[config.mk]
export PLATFORM = sky130hd
export DESIGN_NAME = cell_row_decoder
export DESIGN_NICKNAME = d
export VERILOG_FILES = /design/src/rtl/cell_row_decoder.sv
export SDC_FILE = /design/constraint.sdc
export NUM_CORES = 1
export LEC_CHECK = 0
export ABC_AREA = 1
export CORE_ASPECT_RATIO = 0.8
export CORE_UTILIZATION = 45
export CTS_CLUSTER_SIZE = 10
export DETAILED_ROUTE_END_ITERATION = 12
export GPL_ROUTABILITY_DRIVEN = 0
export MAX_ROUTING_LAYER = met4
export PLACE_DENSITY = 0.68
export REMOVE_ABC_BUFFERS = 1
export SLEW_MARGIN = 20
export SYNTH_ARGS = -nofsm -noshare
export SYNTH_HDL_FRONTEND = slang
export SYNTH_SLANG_ARGS = --single-unit
[constraint.sdc]
create_clock -name clk -period 7.9 [get_ports clk]
set_clock_uncertainty 0.05 [all_clocks]
set_input_delay 1.185 -clock clk [delete_from_list [all_inputs] [get_ports clk]]
set_output_delay 1.185 -clock clk [all_outputs]
set_load 0.01 [all_outputs]
[src/rtl/cell_row_decoder.sv]
// Rebuilds 40-cell board rows from the VGA cell-drawing pixel stream and keeps a live-cell count.
// Optional feature macro CELL_CHECK_EN adds a sticky mismatch flag for non-anchor pixel consistency.
module cell_row_decoder #(
    parameter int unsigned COLS        = 40,
    parameter int unsigned ROWS        = 32,
    parameter logic [2:0]  LIVE_COLOUR = 3'b000
) (
    input  logic            clk,
    input  logic            reset,
    input  logic            plot,
    input  logic [7:0]      x_in,
    input  logic [6:0]      y_in,
    input  logic [2:0]      c_in,
    input  logic            row_ready,
    input  logic            clear_count,
    output logic [COLS-1:0] row_out,
    output logic [4:0]      row_idx,
    output logic            row_valid,
    output logic [11:0]     live_count,
`ifdef CELL_CHECK_EN
    output logic            mismatch,
`endif
    output logic            overrun,
    output logic            abandon
);
    localparam int unsigned COL_W = 6;
    localparam int unsigned ROW_W = 5;
    localparam int unsigned CNT_W = 12;
    localparam int unsigned POP_W = 7;
    localparam logic [0:0] S_IDLE     = 1'b0;
    localparam logic [0:0] S_ASSEMBLE = 1'b1;
    localparam logic [CNT_W-1:0] CNT_MAX = '1;

    logic [0:0]       state_q, state_nxt;
    logic [COLS-1:0]  asm_q, asm_nxt;
    logic [COLS-1:0]  seen_q, seen_nxt;
    logic [ROW_W-1:0] cur_row_q, cur_row_nxt;

    logic [COL_W-1:0] col_c;
    logic [ROW_W-1:0] row_c;
    logic             anchor_c, in_range_c, live_c;
    logic [COLS-1:0]  col_mask_c, asm_mask_c, cell_word_c;
    logic             complete_c, abandon_set_c, load_c;
    logic [POP_W-1:0] pop_c;
    logic [CNT_W:0]   sum_c;

    // Pixel decode: one 4x4 pixel group per cell, anchor at the group's top-left
    assign col_c       = x_in[7:2];
    assign row_c       = y_in[6:2];
    assign anchor_c    = (x_in[1:0] == 2'b00) && (y_in[1:0] == 2'b00);
    assign in_range_c  = ({1'b0, col_c} < 7'(COLS)) && ({1'b0, row_c} < 6'(ROWS));
    assign live_c      = (c_in == LIVE_COLOUR);
    assign col_mask_c  = COLS'(1) << col_c;
    assign asm_mask_c  = COLS'(1) << (COL_W'(COLS - 1) - col_c);
    assign cell_word_c = live_c ? asm_mask_c : '0;

    // State register
    always_ff @(posedge clk or posedge reset) begin
        if (reset) begin
            state_q   <= S_IDLE;
            asm_q     <= '0;
            seen_q    <= '0;
            cur_row_q <= '0;
        end else begin
            state_q   <= state_nxt;
            asm_q     <= asm_nxt;
            seen_q    <= seen_nxt;
            cur_row_q <= cur_row_nxt;
        end
    end

    // Assembly next-state; asm_nxt/cur_row_nxt hold the completed row on the completion cycle
    always_comb begin
        state_nxt     = state_q;
        asm_nxt       = asm_q;
        seen_nxt      = seen_q;
        cur_row_nxt   = cur_row_q;
        abandon_set_c = 1'b0;
        complete_c    = 1'b0;
        if (plot && anchor_c && in_range_c) begin
            case (state_q)
                S_IDLE: begin
                    state_nxt   = S_ASSEMBLE;
                    cur_row_nxt = row_c;
                    asm_nxt     = cell_word_c;
                    seen_nxt    = col_mask_c;
                end
                S_ASSEMBLE: begin
                    if (row_c == cur_row_q) begin
                        asm_nxt  = (asm_q & ~asm_mask_c) | cell_word_c;
                        seen_nxt = seen_q | col_mask_c;
                    end else begin
                        abandon_set_c = 1'b1;
                        cur_row_nxt   = row_c;
                        asm_nxt       = cell_word_c;
                        seen_nxt      = col_mask_c;
                    end
                end
                default: state_nxt = S_IDLE;
            endcase
            complete_c = (seen_nxt == '1);
            if (complete_c) begin
                state_nxt = S_IDLE;
                seen_nxt  = '0;
            end
        end
    end

    assign load_c = complete_c && (!row_valid || row_ready);
    assign pop_c  = POP_W'($countones(asm_nxt));
    assign sum_c  = (CNT_W + 1)'(live_count) + (CNT_W + 1)'(pop_c);

    // Single-entry output register, sticky flags and saturating live-cell count
    always_ff @(posedge clk or posedge reset) begin
        if (reset) begin
            row_out    <= '0;
            row_idx    <= '0;
            row_valid  <= 1'b0;
            live_count <= '0;
            overrun    <= 1'b0;
            abandon    <= 1'b0;
        end else begin
            if (load_c) begin
                row_out   <= asm_nxt;
                row_idx   <= cur_row_nxt;
                row_valid <= 1'b1;
            end else if (row_valid && row_ready) begin
                row_valid <= 1'b0;
            end
            if (complete_c && !load_c) begin
                overrun <= 1'b1;
            end
            if (abandon_set_c) begin
                abandon <= 1'b1;
            end
            if (clear_count) begin
                live_count <= '0;
            end else if (load_c) begin
                live_count <= sum_c[CNT_W] ? CNT_MAX : sum_c[CNT_W-1:0];
            end
        end
    end

`ifdef CELL_CHECK_EN
    logic check_hit_c;
    logic stored_bit_c;

    assign stored_bit_c = asm_q[COL_W'(COLS - 1) - col_c];
    assign check_hit_c  = plot && !anchor_c && in_range_c && (state_q == S_ASSEMBLE) &&
                          (row_c == cur_row_q) && seen_q[col_c] && (live_c != stored_bit_c);

    // Sticky flag: a non-anchor pixel disagreed with its anchored cell
    always_ff @(posedge clk or posedge reset) begin
        if (reset) begin
            mismatch <= 1'b0;
        end else if (check_hit_c) begin
            mismatch <= 1'b1;
        end
    end
`endif

endmodule

==> out/results.ini <==
[run_status]
status = completed

[worst_setup_path]
critPathMaxFanout = 10
crit_path_max_incr_delay_ns = 0.61
crit_top_cell = fa_1
critPathKind = input port to flop
worstPathRequired_ns = 8.17
critPathArrivalTime_ns = 8.14
slowest_stage = fa_1
crit_start = x_in[6]
endpoint_kind = flop
r2r-start = cur_row_q[3]$_DFF_PP0_
startpoint_type = input port

[synth]
avgSynthCellArea_um2 = 8.008
synth_area_um2 = 8841
syn_inst = 1104
yosys_warnings = 0
synth_top_area_share_pct = 41.32
async_flop_share_pct = 100.0
seq_area_frac_synth_pct = 41.32
synth_top_area_cell = dfrtp_1
synth_edf_count = 0
yosys-top-cells-area = dfrtp_1 (41%), nand2_1 (15%), fa_1 (7.5%), inv_1 (6.2%), nand3_1 (4.5%)
ys.flop_type = dfrtp_1
ys_types = 41
ys_ff_latch = 146

[place]
port_buffers = 82
dp_slack_ns = -1.304
dp_hpwl_um = 16920
dp_cells = 1525
dpl-instance-area_um2 = 10750

[timing]
slew_violations = 0
grt_setup_unrepaired = yes
tightest_slew_ns = 1.052
final_hold_viol_count = 0
max_freq_mhz = 127.1
setup_viol = 0
fin_ws_ns = 0.02979
period_share_pct = 99.62
layout_min_cycle_time_ns = 7.870
relSlewSlack_pct = 29.61

[clocking]
clk_pin_slew_worst_paths_ns = 0.06
cts_tree = built
cts.sinks = 146
cts_buffer_depth = 2
holdBufCountCts = 0
worstSkewPairLatency_ns = 0.43
clock-root-buffer = clkbuf_16
numCtsBuffers = 17
ctsHtreeMaxLevel = 4

[final_layout]
drive_gt1_share_pct = 26.81
fin_util_pct = 63.34
mostFrequentLayoutCell = nand2_1
final_cell_count_no_fill = 1608
postLayoutCellArea_um2 = 12090
n_fill_cell = 1537
antennaDiodeCount = 0
layout_common_cells = nand2_1 (335), buf_4 (171), dfrtp_1 (146)
final_nets = 1416
area.growth.synth_to_final_pct = 36.75

[global_routing]
antenna_found_initial = 0
grt.total_usage_pct = 26.47
grt-ovfl-total = 0
grt_max_degree = 76
grt_pass1_wl_um = 40650
grt_pass1_vias = 7821

[pwr]
power_density_nw_per_um2 = 143.7
vdd_drop_max_mv = 0.1240
p_leak_nw = 6.383

[drt]
viasPerCell = 5.261
routedWlPerCell_um = 16.35
drtIter0Drc = 838
dr.pass1.iters = 10
drt-total-wl_um = 26290
vias = 8460
ant_nets = 0
drc = 0

[floorplan]
dieArea_um2 = 20210
io_pins = 83
initial_core_util_pct = 46.32
rows = 45
chipWidth_um = 158.7
fp.dieH_um = 127.4
core_um2 = 19090

[run]
cap_viol_max_count = 0

[hold_path]
hp-start = abandon$_DFFE_PP0P_
min-delay-path-class = flop to flop

-- worst max-delay path: cells and delay by family --
family,cells,cell delay [ns]
adders and majority gates,10,4.46
and+or+nand+nor,10,0.88
buffers and inverters,10,0.80
AOI/OAI and AO/OA,4,0.69
xor gates and xnor gates,1,0.12
-- final timing paths --
path / depth (start not counted) / to / slack, ns
worst max-delay path: 35 / live_count[11]$_DFFE_PP0P_ / 0.03
worst min-delay path: 1 / abandon$_DFFE_PP0P_ / 0.43
worst max register to register: 36 / live_count[11]$_DFFE_PP0P_ / 0.56
worst min register to register: 1 / abandon$_DFFE_PP0P_ / 0.43
max in group asynchronous: 3 / row_out[33]$_DFFE_PP0P_ / 5.16
min in group asynchronous: 2 / row_out[28]$_DFFE_PP0P_ / 1.19
-- cell type report --
class	count	area [um2]	share of cell area [%]
Timing Repair inverter	1	7.507	0.06209
Timing Repair Buffer	263	2186	18.08
Sequential cell	146	3654	30.22
Inverter	149	581.8	4.812
Multi-Input combinational cell	759	4785	39.57
Clock inverter	7	48.80	0.4036
Tap cell	258	322.8	2.670
Clock buffer	25	505.5	4.181
-- power by group --
group / switching [W] / total, W / internal, W
registers: 0.00000899 / 0.000769 / 0.000760
clock network: 0.000327 / 0.000771 / 0.000443
logic: 0.000125 / 0.000197 / 0.0000726
total: 0.000461 / 0.00174 / 0.00128
-- per-stage QoR --
| stage | hold WS, ns | total power [W] | setup TNS, ns |
|---|---|---|---|
| after detailed placement | 0.4150 | 0.0009497 | -15.36 |
| final | 0.4251 | 0.001737 | 0 |
| after CTS | 0.4294 | 0.001728 | 0 |
| after global placement | 0.4056 | 0.0009469 | -14.02 |
| after floorplan | 0.3990 | 0.0008690 | -34.45 |
| after global routing | 0.4422 | 0.001796 | -2.690 |
-- layer usage --
metal  vias to the layer above  routed length, um  track usage (%)
li1                       3979                  -                -
met1                      4014              12010            37.33
met2                       402              11750            38.39
met3                        65               1827            5.195
met4                         0                695            8.167
met5                         -                  0                -
-- Yosys cell counts, drive strengths merged (2+ instances only) --
| cell type | instances |
|---|---|
| nand2 | 343 |
| inv | 148 |
| dfrtp | 146 |
| nor2 | 90 |
| nand3 | 81 |
| o21ai | 63 |
| a21boi | 37 |
| a22oi | 36 |
| fa | 33 |
| clkbuf | 26 |
| buf | 24 |
| ha | 23 |
| nand4 | 12 |
| a21oi | 9 |
| nor3 | 8 |
| a31oi | 6 |
| xnor2 | 5 |
| a21o | 2 |
-- state kept, by name, indices dropped and copies added (netlist names) --
signal and flops:
cur_row_q 5, asm_q 40, live_count 12, row_out 40
seen_q 40, state_q 1, overrun 1, row_idx 5
abandon 1, row_valid 1
-- what timing repair did --
action,in CTS,in global routing
pin swaps,61,24
buffers inserted,37,14
endpoints found under the hold margin,0,0
gates resized for setup,115,88
gates cloned,1,0
endpoints found under the setup margin,12,12
-- kinds of logic (layout without fill, tap and decap cells) --
kind of cell | count (synthesis) | after routing | share of synthesized area [%]
buffers and inverters | 199 | 445 | 9.482
and+or+nand+nor | 539 | 539 | 25.21
AOI/OAI and AO/OA | 159 | 159 | 12.68
DFF | 146 | 146 | 41.32
adders and majority gates | 56 | 56 | 10.73
xor gates and xnor gates | 5 | 5 | 0.5803
Power figures use the tool's default switching activity.
